--- config.mk ---
export PLATFORM = sky130hd
export DESIGN_NAME = traffic_light_controller_n
export DESIGN_NICKNAME = d
export VERILOG_FILES = /design/src/rtl/traffic_light_controller_n.sv
export SDC_FILE = /design/constraint.sdc
export NUM_CORES = 1
export LEC_CHECK = 0
export CORE_MARGIN = 3
export CORE_UTILIZATION = 30
export DETAILED_ROUTE_END_ITERATION = 10
export PLACE_DENSITY_LB_ADDON = 0.05
export SETUP_SLACK_MARGIN = 0.05
export SYNTH_ARGS = -nofsm -noshare
export SYNTH_HDL_FRONTEND = slang
export SYNTH_SLANG_ARGS = --single-unit
--- constraint.sdc ---
create_clock -name clk -period 3.45 [get_ports clk]
set_clock_uncertainty 0.15 [all_clocks]
set_input_delay 0.69 -clock clk [delete_from_list [all_inputs] [get_ports clk]]
set_output_delay 0.69 -clock clk [all_outputs]
set_load 0.02 [all_outputs]
--- src/rtl/traffic_light_controller_n.sv ---
// Demand-actuated N-phase traffic light controller (green/yellow/all-red, tick-timed).
// Optional emergency preemption is built in when EMERGENCY_PREEMPT_EN is defined.
module traffic_light_controller_n #(
  parameter int unsigned NUM_PHASES  = 4,
  parameter int unsigned CNT_W       = 8,
  parameter int unsigned T_GREEN     = 7,
  parameter int unsigned T_MAX_GREEN = 14,
  parameter int unsigned T_YELLOW    = 3,
  parameter int unsigned T_ALLRED    = 1,
  localparam int unsigned PW         = $clog2(NUM_PHASES)
) (
  input  logic                    clk,
  input  logic                    rst,
  input  logic                    tick,
  input  logic [NUM_PHASES-1:0]   req,
`ifdef EMERGENCY_PREEMPT_EN
  input  logic                    emg,
  input  logic [PW-1:0]           emg_phase,
  output logic                    emg_active,
`endif
  output logic [3*NUM_PHASES-1:0] lights,
  output logic [PW-1:0]           active_phase,
  output logic                    phase_start
);

  localparam logic [1:0] S_ALLRED = 2'd0;
  localparam logic [1:0] S_GREEN  = 2'd1;
  localparam logic [1:0] S_YELLOW = 2'd2;

  localparam logic [CNT_W-1:0] ALLRED_END = CNT_W'(T_ALLRED - 1);
  localparam logic [CNT_W-1:0] GREEN_MIN  = CNT_W'(T_GREEN - 1);
  localparam logic [CNT_W-1:0] GREEN_MAX  = CNT_W'(T_MAX_GREEN - 1);
  localparam logic [CNT_W-1:0] YELLOW_END = CNT_W'(T_YELLOW - 1);

  logic [1:0]              state_q, state_d;
  logic [CNT_W-1:0]        timer_q, timer_d;
  logic [PW-1:0]           active_q, active_d;
  logic [3*NUM_PHASES-1:0] lights_q, lights_d;
  logic                    phase_start_q, phase_start_d;

  logic [PW-1:0]           next_phase, green_phase, cand;
  logic                    found;
  logic [NUM_PHASES-1:0]   own_mask;
  logic                    other_req, own_req;
  logic                    emg_preempt, emg_hold;

  assign own_mask  = NUM_PHASES'(1) << active_q;
  assign other_req = |(req & ~own_mask);
  assign own_req   = |(req & own_mask);

  // Round-robin search starting after the active phase; active phase checked last.
  always_comb begin
    found      = 1'b0;
    cand       = '0;
    next_phase = PW'((32'(active_q) + 32'd1) % NUM_PHASES);
    for (int unsigned k = 1; k <= NUM_PHASES; k++) begin
      cand = PW'((32'(active_q) + k) % NUM_PHASES);
      if (!found && req[cand]) begin
        found      = 1'b1;
        next_phase = cand;
      end
    end
  end

`ifdef EMERGENCY_PREEMPT_EN
  logic emg_valid;
  logic emg_active_q, emg_active_d;

  assign emg_valid    = emg && (32'(emg_phase) < NUM_PHASES);
  assign emg_preempt  = emg_valid && (active_q != emg_phase);
  assign emg_hold     = emg_valid && (active_q == emg_phase);
  assign green_phase  = emg_valid ? emg_phase : next_phase;
  assign emg_active_d = emg;
  assign emg_active   = emg_active_q;

  always_ff @(posedge clk) begin
    if (rst) emg_active_q <= 1'b0;
    else     emg_active_q <= emg_active_d;
  end
`else
  assign emg_preempt = 1'b0;
  assign emg_hold    = 1'b0;
  assign green_phase = next_phase;
`endif

  // Next-state and timer logic; timer clears on every state change.
  always_comb begin
    state_d  = state_q;
    timer_d  = timer_q;
    active_d = active_q;
    case (state_q)
      S_ALLRED: begin
        if (tick) begin
          if (timer_q == ALLRED_END) begin
            state_d  = S_GREEN;
            timer_d  = '0;
            active_d = green_phase;
          end else begin
            timer_d = timer_q + CNT_W'(1);
          end
        end
      end
      S_GREEN: begin
        if (emg_preempt) begin
          state_d = S_YELLOW;
          timer_d = '0;
        end else if (!emg_hold && tick) begin
          if (timer_q >= GREEN_MIN && (other_req || !own_req || timer_q == GREEN_MAX)) begin
            state_d = S_YELLOW;
            timer_d = '0;
          end else begin
            timer_d = timer_q + CNT_W'(1);
          end
        end
      end
      S_YELLOW: begin
        if (tick) begin
          if (timer_q == YELLOW_END) begin
            state_d = S_ALLRED;
            timer_d = '0;
          end else begin
            timer_d = timer_q + CNT_W'(1);
          end
        end
      end
      default: begin
        state_d = S_ALLRED;
        timer_d = '0;
      end
    endcase
  end

  // Outputs decoded from the next state so they register alongside it.
  always_comb begin
    lights_d = {NUM_PHASES{3'b100}};
    for (int unsigned p = 0; p < NUM_PHASES; p++) begin
      if (active_d == PW'(p)) begin
        if (state_d == S_GREEN)  lights_d[3*p +: 3] = 3'b001;
        if (state_d == S_YELLOW) lights_d[3*p +: 3] = 3'b010;
      end
    end
    phase_start_d = (state_d == S_GREEN) && (state_q != S_GREEN);
  end

  always_ff @(posedge clk) begin
    if (rst) begin
      state_q       <= S_ALLRED;
      timer_q       <= '0;
      active_q      <= PW'(NUM_PHASES - 1);
      lights_q      <= {NUM_PHASES{3'b100}};
      phase_start_q <= 1'b0;
    end else begin
      state_q       <= state_d;
      timer_q       <= timer_d;
      active_q      <= active_d;
      lights_q      <= lights_d;
      phase_start_q <= phase_start_d;
    end
  end

  assign lights       = lights_q;
  assign active_phase = active_q;
  assign phase_start  = phase_start_q;

endmodule

==> flow_metrics.py, run 1 <==
metrics = {
    "outcome": {
        "status": "completed",
    },
    "worst_setup_path": {
        "cp.arrival_ps": 3090,
        "worstPathMaxFanout": 5,
        "critPathCaptureType": "flip-flop",
        "slowest_stage": "clkdlybuf4s50_1",
        "crit_type": "input port to flip-flop",
        "max_stage_delay_ps": 440,
        "r2r_end": "lights[11]$_SDFF_PP1_",
        "crit_chain": "clkdlybuf4s50_1 > or2b_1 > o2111ai_1 > o31a_1 > a31oi_1 > inv_1 > ha_1 > or2_2 > a211o_1",
        "r2r_cells": 10,
        "r2r-start": "active_phase[1]$_SDFF_PP1_",
        "critPathRequiredTime_ps": 3470,
        "rrSetupSlack_ps": 470,
        "worstSetupStartpointType": "input port",
    },
    "final_layout": {
        "nNetsFinal": 248,
        "mostFrequentLayoutCell": "dfxtp_1",
        "syn_to_final_growth_pct": 20.6,
        "diodes": 0,
        "multiInputGateArea_um2": 1140,
        "seqCellArea_um2": 500,
        "final_core_util_pct": 37.9,
        "final_cell_mix": "dfxtp_1, clkdlybuf4s50_1, nor2_1",
        "post-route-cell-area_um2": 2110,
        "n_fill_cell": 574,
        "drive_gt1_share_pct": 14.0,
        "finalNonFillerCells": 301,
    },
    "global_routing": {
        "grt_util_all_layers_pct": 14.3,
        "grt_pass1_wl_mm": 7.56,
        "grt_overflow": 0,
        "antenna_found_initial": 0,
        "grt_max_degree": 18,
        "first_global_vias": 1506,
    },
    "yosys": {
        "ys_warn_count": 0,
        "syn_inst": 207,
        "ys_seq_area_share_pct": 28.6,
        "synth.avg_cell_area_um2": 8.46,
        "netlist_area_um2": 1750,
        "synthArstFlopShare_pct": 0,
        "syn_nets": 225,
        "synth-seq-cells": 25,
        "yosysUniqueCellTypes": 55,
        "synth_edf_count": 0,
        "synthFlopType": "dfxtp_1",
    },
    "power": {
        "vdd_drop_max_v": 0.000174,
        "p_leak_nw": 0.806,
        "p_per_area_nw_per_um2": 521,
        "power_mw": 1.10,
    },
    "timing": {
        "layout_setup_ws_ps": 381,
        "slew_headroom_pct": 56.1,
        "fin_tns_setup_ps": 0,
        "fmax_mhz": 326,
        "rsz0062_at_grt": "false",
        "tightest_slew_ps": 653,
        "fin_crit_ps": 3070,
        "fin_crit_sh_pct": 89.0,
        "slew_viol_final": 0,
        "final-hold-violation-count": 0,
        "finalSetupViolations": 0,
        "holdWs_ps": 416,
    },
    "place": {
        "placed_area_um2": 2060,
        "dp_cells": 297,
        "dpl.hpwl_mm": 3.50,
        "port_buffers": 21,
        "dp_slack_ps": 93.7,
        "gp_congestion": 0.786,
    },
    "floorplan": {
        "rows": 27,
        "die-area_um2": 6790,
        "start_util_pct": 31.4,
        "die_h_um": 82.4,
        "pin_count": 22,
        "coreArea_um2": 5570,
        "die_w_um": 82.4,
    },
    "clock_network": {
        "clock_latency_ps": 270,
        "max-clock-path-buffers": 2,
        "post-cts-setup-buffer-count": 0,
        "clk_pin_slew_worst_paths_ps": 100,
        "hold_buffers": 0,
        "cts_max_level": 1,
        "cts_tree": "built",
        "post_cts_resized": 0,
        "clockRootBuffer": "clkbuf_8",
        "cts.sinks": 25,
        "cts_buffers": 3,
    },
    "drt": {
        "vias": 1621,
        "wire_per_inst_um": 14.9,
        "drc": 0,
        "avgViaCountPerCell": 5.39,
        "drt-initial-drc-count": 112,
        "finalWirelength_mm": 4.49,
        "first_pass_iters": 5,
        "ant_nets": 0,
    },
    "hold_path": {
        "worstHoldStart": "timer_q[7]$_SDFFE_PP0P_",
        "hp-class": "flip-flop to flip-flop",
        "min_to": "timer_q[7]$_SDFFE_PP0P_",
        "hold_depth": 2,
    },
    "flow_run": {
        "maxCapViolCount": 0,
    },
}
## cell usage after synthesis (4+ instances only)
cell       n  area share [%]
a21o_1     4             1.7
o21ai_0   14             4.0
ha_1      11             7.9
a211o_1    4             2.0
a211oi_1   5             2.1
nor3b_1    4             1.7
a21oi_1   15             4.3
buf_2      4             1.1
nand3_1    9             2.6
inv_1     13             2.8
clkbuf_1   7             1.5
dfxtp_1   25              29
nor2_1    18             3.9
nand2_1   10             2.1
## layout make-up
cell class / instances / area share, %
multi-input combinational: 156 / 53.9
sequential: 25 / 23.7
timing repair buffer: 31 / 13.5
tap: 72 / 4.26
inverter: 13 / 2.31
clock buffer: 3 / 1.95
clock inverter: 1 / 0.355
## power breakdown
group / internal (mW) / total, mW / leakage [nW] / switching [mW]
Sequential: 0.326 / 0.366 / 0.204 / 0.0406
Clock: 0.0819 / 0.181 / 0.0217 / 0.0995
Combinational: 0.234 / 0.554 / 0.581 / 0.320
## worst max path at each step
stage	from	endpoint	cells past startpoint
2_1_floorplan	active_phase[0]$_SDFF_PP1_	lights[8]$_SDFF_PP1_	8
3_3_place_gp	req[1]	lights[11]$_SDFF_PP1_	8
3_5_place_dp	req[1]	lights[11]$_SDFF_PP1_	9
4_1_cts	req[1]	lights[11]$_SDFF_PP1_	9
5_1_grt	req[1]	lights[11]$_SDFF_PP1_	9
6_report	req[1]	lights[11]$_SDFF_PP1_	9
## logic make-up after synthesis
logic type | Yosys count | share of synthesized area, %
fa+ha+maj | 11 | 7.86
compound gates | 70 | 28.9
simple gates | 68 | 22.8
mux | 7 | 5.57
buf+inv | 26 | 6.36
flops | 25 | 28.6
## routing by layer
metal | track usage, % | wire (µm) | vias to the layer above
met5 | 0 | 0 | -
met4 | 2.82 | 18 | 0
met3 | 3.25 | 223 | 2
met2 | 21.4 | 1960 | 47
met1 | 20.7 | 2290 | 765
li1 | - | - | 807
## flip-flops by register name, summed over array words and instances (netlist names)
register and cells:
timer_q 8, lights 12, active_phase 2, state_q 2, phase_start 1
## worst max-delay path: cells and delay by family
family                   cells  cell delay, ps
AO/OA/AOI/OAI                4            1120
adder cells (fa/ha/maj)      1             270
buffers and inverters        2             520
AND/OR/NAND/NOR              2             480
(Power assumes the default switching activity.)
==> run 2: changes to the inputs <==
--- a/config.mk
+++ b/config.mk
@@ -6,9 +6,9 @@
 export NUM_CORES = 1
 export LEC_CHECK = 0
 export CORE_MARGIN = 3
-export CORE_UTILIZATION = 30
+export CORE_UTILIZATION = 50
 export DETAILED_ROUTE_END_ITERATION = 10
-export PLACE_DENSITY_LB_ADDON = 0.05
+export PLACE_DENSITY_LB_ADDON = 0.3
 export SETUP_SLACK_MARGIN = 0.05
 export SYNTH_ARGS = -nofsm -noshare
 export SYNTH_HDL_FRONTEND = slang
==> run 2 against run 1 <==
Compared with the run above: sequential share of layout area rose by 0.75 points; via count rose by 0.49%; fmax rose by 1.1%; core utilization rose by 26 points; critical path type is now flip-flop to flip-flop.
==> flow_metrics.py, run 2 (synthesized netlist as in run 1, its figures left out) <==
metrics = {
    "outcome": {
        "status": "completed",
    },
    "worst_setup_path": {
        "cp_common_cell": "ha_1",
        "worstPathMaxFanout": 10,
        "crit_chain": "inv_1 > ha_1 > nand2b_1 > o2111ai_1 > o31a_1 > a311o_1 > ha_1 > or2_2 > a211o_1",
        "rrSetupSlack_ps": 410,
        "r2r_cells": 9,
        "critPathCaptureType": "flip-flop",
        "r2r_end": "lights[8]$_SDFF_PP1_",
        "cp.arrival_ps": 3100,
        "crit_type": "flip-flop to flip-flop",
        "max_stage_delay_ps": 450,
        "cp-startpoint": "active_phase[1]$_SDFF_PP1_",
        "worstSetupStartpointType": "flip-flop",
        "cp-endpoint": "lights[8]$_SDFF_PP1_",
        "slowest_stage": "dfxtp_1",
        "critPathRequiredTime_ps": 3520,
        "r2r-start": "active_phase[1]$_SDFF_PP1_",
    },
    "clock_network": {
        "max-clock-path-buffers": 2,
        "hold_buffers": 0,
        "post-cts-setup-buffer-count": 0,
        "clockRootBuffer": "clkbuf_4",
        "cts_max_level": 1,
        "post_cts_resized": 0,
        "cts.sinks": 25,
        "clk_pin_slew_worst_paths_ps": 130,
        "cts_tree": "built",
        "clock_latency_ps": 310,
        "cts_buffers": 3,
    },
    "power": {
        "switchingPower_mw": 0.434,
        "vdd_drop_max_v": 0.000258,
        "pwr-share-clk_pct": 12.3,
        "comb_power_share_pct": 51.9,
        "p_seq_share_pct": 35.8,
        "p_int_mw": 0.606,
        "p_per_area_nw_per_um2": 507,
        "swShare_pct": 41.7,
        "p_leak_nw": 0.793,
    },
    "timing": {
        "finalSetupViolations": 0,
        "slew_viol_final": 0,
        "tightest_slew_ps": 524,
        "fmax_mhz": 329,
        "holdWs_ps": 424,
        "slew_headroom_pct": 64.8,
        "fin_crit_ps": 3040,
        "final-hold-violation-count": 0,
        "fin_crit_sh_pct": 88.0,
        "fin_tns_setup_ps": 0,
        "rsz0062_at_grt": "false",
    },
    "floorplan": {
        "rows": 20,
        "die_w_um": 65.2,
        "die-area_um2": 4250,
        "die_h_um": 65.2,
        "coreArea_um2": 3200,
        "start_util_pct": 54.7,
        "pin_count": 22,
    },
    "global_routing": {
        "grt_overflow": 0,
        "grt_max_degree": 16,
        "antenna_found_initial": 0,
        "first_global_vias": 1546,
        "grt_util_all_layers_pct": 21.0,
        "grt_pass1_wl_mm": 7.22,
    },
    "drt": {
        "ant_nets": 0,
        "first_pass_iters": 5,
        "drt-initial-drc-count": 98,
        "drc": 0,
        "wire_per_inst_um": 14.9,
        "finalWirelength_mm": 4.04,
        "vias": 1629,
        "avgViaCountPerCell": 5.99,
    },
    "hold_path": {
        "hp-class": "flip-flop to flip-flop",
    },
    "place": {
        "port_buffers": 21,
        "gp_congestion": 0.868,
        "dpl.hpwl_mm": 3.13,
        "placed_area_um2": 2020,
        "dp_cells": 268,
    },
    "final_layout": {
        "mostFrequentLayoutCell": "dfxtp_1",
        "nNetsFinal": 247,
        "final_cell_mix": "dfxtp_1, clkdlybuf4s50_1, nor2_1",
        "finalNonFillerCells": 272,
        "syn_to_final_growth_pct": 16.9,
        "diodes": 0,
        "drive_gt1_share_pct": 13.2,
        "post-route-cell-area_um2": 2050,
        "largest_reg_flops": 12,
    },
    "flow_run": {
        "maxCapViolCount": 0,
    },
}
==> run 2: through the flow <==
step	util, %	power, mW	worst slack (ps)
6_report	63.9	1.04	414
5_1_grt	63.9	1.12	266
4_1_cts	63.9	1.04	410
3_5_place_dp	63.1	0.911	104
3_3_place_gp	63.1	0.894	170
2_1_floorplan	-	0.763	466
==> run 2: worst min-delay path by stage <==
stage | start | to | slack, ps | cells after the start
3_3_place_gp | timer_q[7]$_SDFFE_PP0P_ | timer_q[7]$_SDFFE_PP0P_ | 380 | 2
3_5_place_dp | timer_q[7]$_SDFFE_PP0P_ | timer_q[7]$_SDFFE_PP0P_ | 400 | 2
6_report | timer_q[7]$_SDFFE_PP0P_ | timer_q[7]$_SDFFE_PP0P_ | 420 | 2
2_1_floorplan | timer_q[7]$_SDFFE_PP0P_ | timer_q[7]$_SDFFE_PP0P_ | 360 | 2
5_1_grt | timer_q[7]$_SDFFE_PP0P_ | timer_q[7]$_SDFFE_PP0P_ | 470 | 2
4_1_cts | timer_q[7]$_SDFFE_PP0P_ | timer_q[7]$_SDFFE_PP0P_ | 420 | 2
==> run 2: cell type report <==
type	count	area [µm²]
fillers	302	1150
clock buffers	4	26.3
multi-input cells	156	1140
inverters	13	48.8
flip-flops and latches	25	500
repair buffers	30	278
well taps	44	55.1
==> run 2: power by group through the flow <==
stage,registers (mW),clock network [mW],logic [mW]
floorplan,0.391,0,0.372
global placement,0.374,0,0.519
detailed placement,0.377,0,0.534
CTS,0.371,0.131,0.537
global route,0.380,0.145,0.598
finish,0.372,0.127,0.540
==> run 2: layer usage <==
metal	vias up	routed length [µm]	share of wire, %	global-route usage (%)
met3	2	288	7.1	2.91
met2	76	1970	49	35.3
met4	0	13	0.32	4.40
met5	-	0	0	0
met1	743	1770	44	28.5
li1	808	-	-	-
==> run 2: worst max-delay path: cells and delay by family, from the launching register on <==
| family | cells | cell delay (ps) |
|---|---|---|
| AO/OA/AOI/OAI | 4 | 1180 |
| flip-flops | 1 | 450 |
| AND/OR/NAND/NOR | 2 | 420 |
| adder cells (fa/ha/maj) | 2 | 510 |
| buffers and inverters | 1 | 250 |
